--- config.mk ---
export PLATFORM = sky130hd
export DESIGN_NAME = tick_gen
export DESIGN_NICKNAME = d
export VERILOG_FILES = /design/src/rtl/tick_gen_pkg.sv /design/src/rtl/tick_gen_ch.sv /design/src/rtl/tick_gen.sv
export SDC_FILE = /design/constraint.sdc
export NUM_CORES = 1
export LEC_CHECK = 0
export CORE_UTILIZATION = 60
export CTS_BUF_LIST = sky130_fd_sc_hd__clkbuf_16
export DETAILED_ROUTE_END_ITERATION = 16
export PLACE_DENSITY = 0.79
export SLEW_MARGIN = 10
export SYNTH_ARGS = -nofsm -noshare
export SYNTH_HDL_FRONTEND = slang
export SYNTH_SLANG_ARGS = --single-unit
--- constraint.sdc ---
create_clock -name i_clk -period 3.17 [get_ports i_clk]
set_input_delay 0.634 -clock i_clk [delete_from_list [all_inputs] [get_ports i_clk]]
set_output_delay 0.634 -clock i_clk [all_outputs]
set_load 0.01 [all_outputs]
--- src/rtl/tick_gen_pkg.sv ---
// Shared sizing helpers for the tick generator: prescaler width and write-index width.
package tick_gen_pkg;

  localparam int unsigned MIN_CLOCK_KHZ = 32'd2;

  function automatic int unsigned pre_width(input int unsigned clock_khz);
    int unsigned w;
    w = $clog2(clock_khz);
    if (clock_khz < MIN_CLOCK_KHZ) begin
      w = 32'd1;
    end else begin
      w = w;
    end
    return w;
  endfunction

  function automatic int unsigned ch_idx_width(input int unsigned n_ch);
    int unsigned w;
    w = $clog2(n_ch);
    return w + 32'd1;
  endfunction

endpackage

--- src/rtl/tick_gen_ch.sv ---
// One tick channel: interval register, ms counter, registered tick strobe and done flag.
// TICK_GEN_ONESHOT_EN enables one-shot channels; otherwise every channel is periodic.
module tick_gen_ch
  import tick_gen_pkg::*;
#(
  parameter int unsigned IVL_W       = 16,
  parameter int unsigned DEFAULT_IVL = 10
) (
  input  logic             i_clk,
  input  logic             i_rst,
  input  logic             i_ms,
  input  logic             i_ch_en,
  input  logic             i_wr,
  input  logic [IVL_W-1:0] i_wr_ivl,
  input  logic             i_oneshot,
  output logic             o_tick,
  output logic             o_done
);

  localparam logic [IVL_W-1:0] RST_IVL = IVL_W'(DEFAULT_IVL);
  localparam logic [IVL_W-1:0] IVL_ONE = IVL_W'(1);

  logic [IVL_W-1:0] ivl_q, ivl_d;
  logic [IVL_W-1:0] cnt_q, cnt_d;
  logic             tick_q, tick_d;
  logic             done_q, done_d;
  logic             oneshot_s;
  logic             run_s;

`ifdef TICK_GEN_ONESHOT_EN
  assign oneshot_s = i_oneshot;
  assign run_s     = ~done_q;
`else
  logic unused_oneshot_s;
  assign unused_oneshot_s = i_oneshot;
  assign oneshot_s        = 1'b0;
  assign run_s            = 1'b1;
`endif

  // Write beats disable beats expiry, so a write landing on a wrap swallows that tick.
  always_comb begin
    ivl_d  = ivl_q;
    cnt_d  = cnt_q;
    tick_d = 1'b0;
    done_d = done_q;
    if (i_wr) begin
      ivl_d  = i_wr_ivl;
      cnt_d  = '0;
      done_d = 1'b0;
    end else if (!i_ch_en) begin
      cnt_d  = '0;
      done_d = 1'b0;
    end else if (i_ms && run_s && (ivl_q != '0)) begin
      if (cnt_q == (ivl_q - IVL_ONE)) begin
        cnt_d  = '0;
        tick_d = 1'b1;
        done_d = oneshot_s;
      end else begin
        cnt_d  = cnt_q + IVL_ONE;
      end
    end else begin
      cnt_d = cnt_q;
    end
  end

  always_ff @(posedge i_clk) begin
    if (i_rst) begin
      ivl_q  <= RST_IVL;
      cnt_q  <= '0;
      tick_q <= 1'b0;
      done_q <= 1'b0;
    end else begin
      ivl_q  <= ivl_d;
      cnt_q  <= cnt_d;
      tick_q <= tick_d;
      done_q <= done_d;
    end
  end

  assign o_tick = tick_q;
  assign o_done = done_q;

endmodule

--- src/rtl/tick_gen.sv ---
// Multi-channel tick generator: shared 1 ms prescaler, write decode, N_CH interval channels.
// Define TICK_GEN_ONESHOT_EN to enable per-channel one-shot mode (o_done); otherwise o_done is 0.
module tick_gen
  import tick_gen_pkg::*;
#(
  parameter int unsigned CLOCK_KHZ   = 24000,
  parameter int unsigned N_CH        = 4,
  parameter int unsigned IVL_W       = 16,
  parameter int unsigned DEFAULT_IVL = 10
) (
  input  logic                  i_clk,
  input  logic                  i_rst,
  input  logic                  i_enable,
  input  logic [N_CH-1:0]       i_ch_en,
  input  logic                  i_wr,
  input  logic [$clog2(N_CH):0] i_wr_ch,
  input  logic [IVL_W-1:0]      i_wr_ivl,
  input  logic [N_CH-1:0]       i_ch_oneshot,
  output logic                  o_base_tick,
  output logic [N_CH-1:0]       o_tick,
  output logic [N_CH-1:0]       o_done
);

  localparam int unsigned      PRE_W    = pre_width(CLOCK_KHZ);
  localparam int unsigned      CH_W     = ch_idx_width(N_CH);
  localparam logic [PRE_W-1:0] PRE_LAST = PRE_W'(CLOCK_KHZ - 1);
  localparam logic [PRE_W-1:0] PRE_ONE  = PRE_W'(1);

  logic [PRE_W-1:0] pre_q, pre_d;
  logic             base_tick_q, base_tick_d;
  logic             ms_s;
  logic [N_CH-1:0]  wr_sel_s;
  logic [N_CH-1:0]  tick_s;
  logic [N_CH-1:0]  done_s;

  // The wrap cycle is the ms event; channels see it combinationally so their
  // registered ticks line up with the registered base tick.
  always_comb begin
    pre_d = pre_q;
    ms_s  = 1'b0;
    if (i_enable) begin
      if (pre_q == PRE_LAST) begin
        pre_d = '0;
        ms_s  = 1'b1;
      end else begin
        pre_d = pre_q + PRE_ONE;
      end
    end else begin
      pre_d = pre_q;
    end
    base_tick_d = ms_s;
  end

  always_ff @(posedge i_clk) begin
    if (i_rst) begin
      pre_q       <= '0;
      base_tick_q <= 1'b0;
    end else begin
      pre_q       <= pre_d;
      base_tick_q <= base_tick_d;
    end
  end

  // Full-width compare, so out-of-range indices select nothing.
  always_comb begin
    wr_sel_s = '0;
    for (int c = 0; c < int'(N_CH); c++) begin
      wr_sel_s[c] = i_wr && (i_wr_ch == CH_W'(c));
    end
  end

  for (genvar g = 0; g < int'(N_CH); g++) begin : g_ch
    tick_gen_ch #(
      .IVL_W      (IVL_W),
      .DEFAULT_IVL(DEFAULT_IVL)
    ) u_ch (
      .i_clk    (i_clk),
      .i_rst    (i_rst),
      .i_ms     (ms_s),
      .i_ch_en  (i_ch_en[g]),
      .i_wr     (wr_sel_s[g]),
      .i_wr_ivl (i_wr_ivl),
      .i_oneshot(i_ch_oneshot[g]),
      .o_tick   (tick_s[g]),
      .o_done   (done_s[g])
    );
  end

  assign o_base_tick = base_tick_q;
  assign o_tick      = tick_s;
  assign o_done      = done_s;

endmodule
==> impl_metrics.yaml, run 1 <==
worst_setup_path:
  path_common_cell: "mux2i_1"
  setup.worst_path.start_class: "flip-flop"
  r2r-end: "g_ch[0].u_ch.o_tick"
  r2r_cells: 10
  worstPathArrival_ns: 3.35
  required_ns: 3.53
  cp_top_family: "simple AND/OR/NAND/NOR gates"
  end_kind: "flip-flop"
  crit-reg2reg-launch: "g_ch[0].u_ch.ivl_q[0]"
  crit_fanout: 17
  crit_type: "reg -> reg"
  critPathBufInv: 2
  crit_slowest_cell: "or4_4"
  crit_path_max_incr_delay_ns: 0.55
  critical_path.cell_chain: "inv_1 > ha_1 > nor3b_2 > and4b_1 > mux2i_1 > mux2i_1 > or4_4 > nor4_4 > buf_4 > nor2b_1"
  r2r_slack_ns: 0.18
timing:
  setup_tns_ns: 0
  fin_ws_ns: 0.176
  period_share_pct: 94.4
  worst-slew-pin-transition_ns: 1.08
  period_minus_slack_ns: 2.99
  clock.fmax_mhz: 334
  maxSlewViolCount: 0
  finalSetupViolCount: 0
  rsz0062_at_grt: "false"
  skew_ns: 0.00861
  max_slew_margin_pct: 26.9
  hold_viol_final: 0
global_routing:
  track_usage_pct: 27.8
  antenna_found_initial: 0
  grt_max_degree: 53
  grt_pass1_wl_mm: 31.9
  grt_pass1_vias: 6590
  grt-ovfl-total: 0
cells_and_area:
  layout-drive-gt1-share_pct: 4.97
  utilization_pct: 68.7
  final_nets: 1121
  antenna_cells: 0
  area_growth_pct: 10.5
  most-common-layout-cells: "nand2_1, dfxtp_1, nor2_1"
  final_common_cell: "nand2_1"
clock_network:
  cts_setup_buffers: 0
  cts_buffers: 17
  cts_sinks: 148
  cts_tree: "done"
  cts.clk_slew.worst_paths_ns: 0.06
  htreeDepth: 4
  cts_resized: 0
  cts_hold_buf: 0
  cts_buffer_depth: 2
  clkLatencyLatePin_ns: 0.42
  root_buffer: "clkbuf_16"
floorplan:
  fp.dieW_um: 120
  core-area_mm2: 0.0134
  io-pin-count: 40
  die_area_mm2: 0.0144
  start_util_pct: 62.2
  rows: 42
  die_h_um: 120
synth:
  yosys_warnings: 0
  yosys.area_share.adder_pct: 1.35
  postSynthAreaPerCell_um2: 7.80
  synth_top_family_by_area: "simple AND/OR/NAND/NOR gates"
  synth_edf_count: 0
  synth-compound-area-share_pct: 9.91
  asyncSetResetFlopFracSynth_pct: 0
  ys_ff_latch: 148
  muxShareOfSynthArea_pct: 1.82
  synth_cell_types: 61
  netlist_instances: 1068
  synthSimpleGateAreaFrac_pct: 31.4
  ys.flop_type: "dfxtp_1"
  syn_area_mm2: 0.00833
  ys_seq_area_share_pct: 35.6
  synth_xor_area_share_pct: 15.6
route:
  dr.pass1.iters: 5
  ant_nets: 0
  wirelength_mm: 19.5
  via_count: 7393
  drtIter0Drc: 633
  via_per_inst: 5.85
  drc_errors: 0
  routedWlPerCell_um: 15.4
placed_design:
  globalplace.congestion: 0.911
  placement.io_buffers: 31
  place_hpwl_mm: 13.8
  pre_cts_ws_ns: 0.221
hold_path:
  min_path_type: "reg -> reg"
  min_from: "g_ch[2].u_ch.ivl_q[12]"
  holdPathEnd: "g_ch[2].u_ch.ivl_q[12]"
  hold_path_depth: 2
power_and_ir_drop:
  peakVddDrop_v: 0.000415
  powerDensity_mw_per_mm2: 415
  p_leak_nw: 3.36
run_status:
  status: "finished, final reports clean"
job:
  max-cap-violations: 0
worst reg2reg max path, cell delays in order (launching register included):
cell and delay, ns:
dfxtp_1 0.37, inv_1 0.08, ha_1 0.21, nor3b_2 0.35, and4b_1 0.41, mux2i_1 0.22
mux2i_1 0.08, or4_4 0.55, nor4_4 0.27, buf_4 0.26, nor2b_1 0.15
kinds of logic (layout without fill, tap and decap cells):
family / after synthesis / in the layout
AO/OA/AOI/OAI: 136 / 136
XOR/XNOR: 148 / 148
adder cells (fa/ha/maj): 9 / 9
buffers and inverters: 85 / 101
flip-flops: 148 / 148
multiplexers: 15 / 15
other: 1 / 4
AND/OR/NAND/NOR: 526 / 526
cell type report:
type / instances / area [um^2]
multi-input cells: 838 / 5020
fillers: 1145 / 4200
flip-flops and latches: 148 / 2960
repair buffers: 50 / 448
clock buffers: 17 / 425
well taps: 176 / 220
inverters: 26 / 97.6
clock inverters: 8 / 31.3
flip-flops by register name (all words and copies together), names as in the netlist:
register and cells:
g_ch.u_ch.o_tick 4, g_ch.u_ch.cnt_q 64, o_base_tick 1, g_ch.u_ch.ivl_q 64
pre_q 15
routing by layer:
layer  share of wire [%]  GRT usage (%)
met5                   0              0
met4                 2.0           10.0
met2                  47           45.1
met1                  45           36.2
met3                 5.9           6.37
worst max-delay path by stage:
| stage | from | end | cells after the start |
|---|---|---|---|
| global placement | g_ch[0].u_ch.ivl_q[0] | g_ch[0].u_ch.o_tick | 10 |
| CTS | g_ch[0].u_ch.ivl_q[0] | g_ch[0].u_ch.o_tick | 10 |
| floorplan | g_ch[0].u_ch.ivl_q[0] | g_ch[0].u_ch.cnt_q[10] | 11 |
| detailed placement | g_ch[0].u_ch.ivl_q[0] | g_ch[0].u_ch.o_tick | 10 |
| global route | g_ch[0].u_ch.ivl_q[0] | g_ch[0].u_ch.o_tick | 10 |
| finish | g_ch[0].u_ch.ivl_q[0] | g_ch[0].u_ch.o_tick | 10 |
through the flow:
stage | hold slack (ns) | power, mW | instance area, um^2 | cells
global route | 0.507 | 3.95 | 9200 | 1263
floorplan | 0.455 | 2.12 | 8340 | 1071
CTS | 0.488 | 3.83 | 9200 | 1263
global placement | 0.474 | 2.20 | 8750 | 1238
finish | 0.488 | 3.82 | 9200 | 1263
detailed placement | 0.480 | 2.21 | 8750 | 1238
where the power goes:
part	internal, mW	switching (mW)	total, mW
Clock	0.942	0.702	1.64
Sequential	1.88	0.0324	1.91
Combinational	0.109	0.151	0.260
Yosys cell counts, types with 4 or more instances:
library cell,instances,area [um^2]
nand4_1,29,181
nand3b_1,14,105
nor4_4,4,85.1
nor2b_1,11,68.8
clkbuf_1,43,161
nand2_1,180,676
ha_1,9,113
buf_4,9,67.6
inv_1,26,97.6
and2_1,8,50.1
nor3b_1,6,45.0
xor2_1,71,622
o21ai_0,21,105
o21a_1,4,30.0
nor3_1,69,345
a211o_1,6,52.6
and3_1,22,138
buf_2,4,20.0
a21oi_1,70,350
o31ai_1,5,37.5
xnor2_1,77,674
a31oi_1,4,25.0
nand3_1,41,205
dfxtp_1,148,2960
nor2_1,96,360
or4_1,6,45.0
nor4_1,16,100
nand2b_1,7,43.8
mux2i_1,14,140
(Power assumes the default switching activity.)
==> run 2, diff against run 1 <==
--- a/config.mk
+++ b/config.mk
@@ -9,6 +9,7 @@
 export CTS_BUF_LIST = sky130_fd_sc_hd__clkbuf_16
 export DETAILED_ROUTE_END_ITERATION = 16
 export PLACE_DENSITY = 0.79
+export SKIP_LAST_GASP = 1
 export SLEW_MARGIN = 10
 export SYNTH_ARGS = -nofsm -noshare
 export SYNTH_HDL_FRONTEND = slang
==> results of run 2 <==
The final DEF is identical to that of run 1; final timing and power are the same.
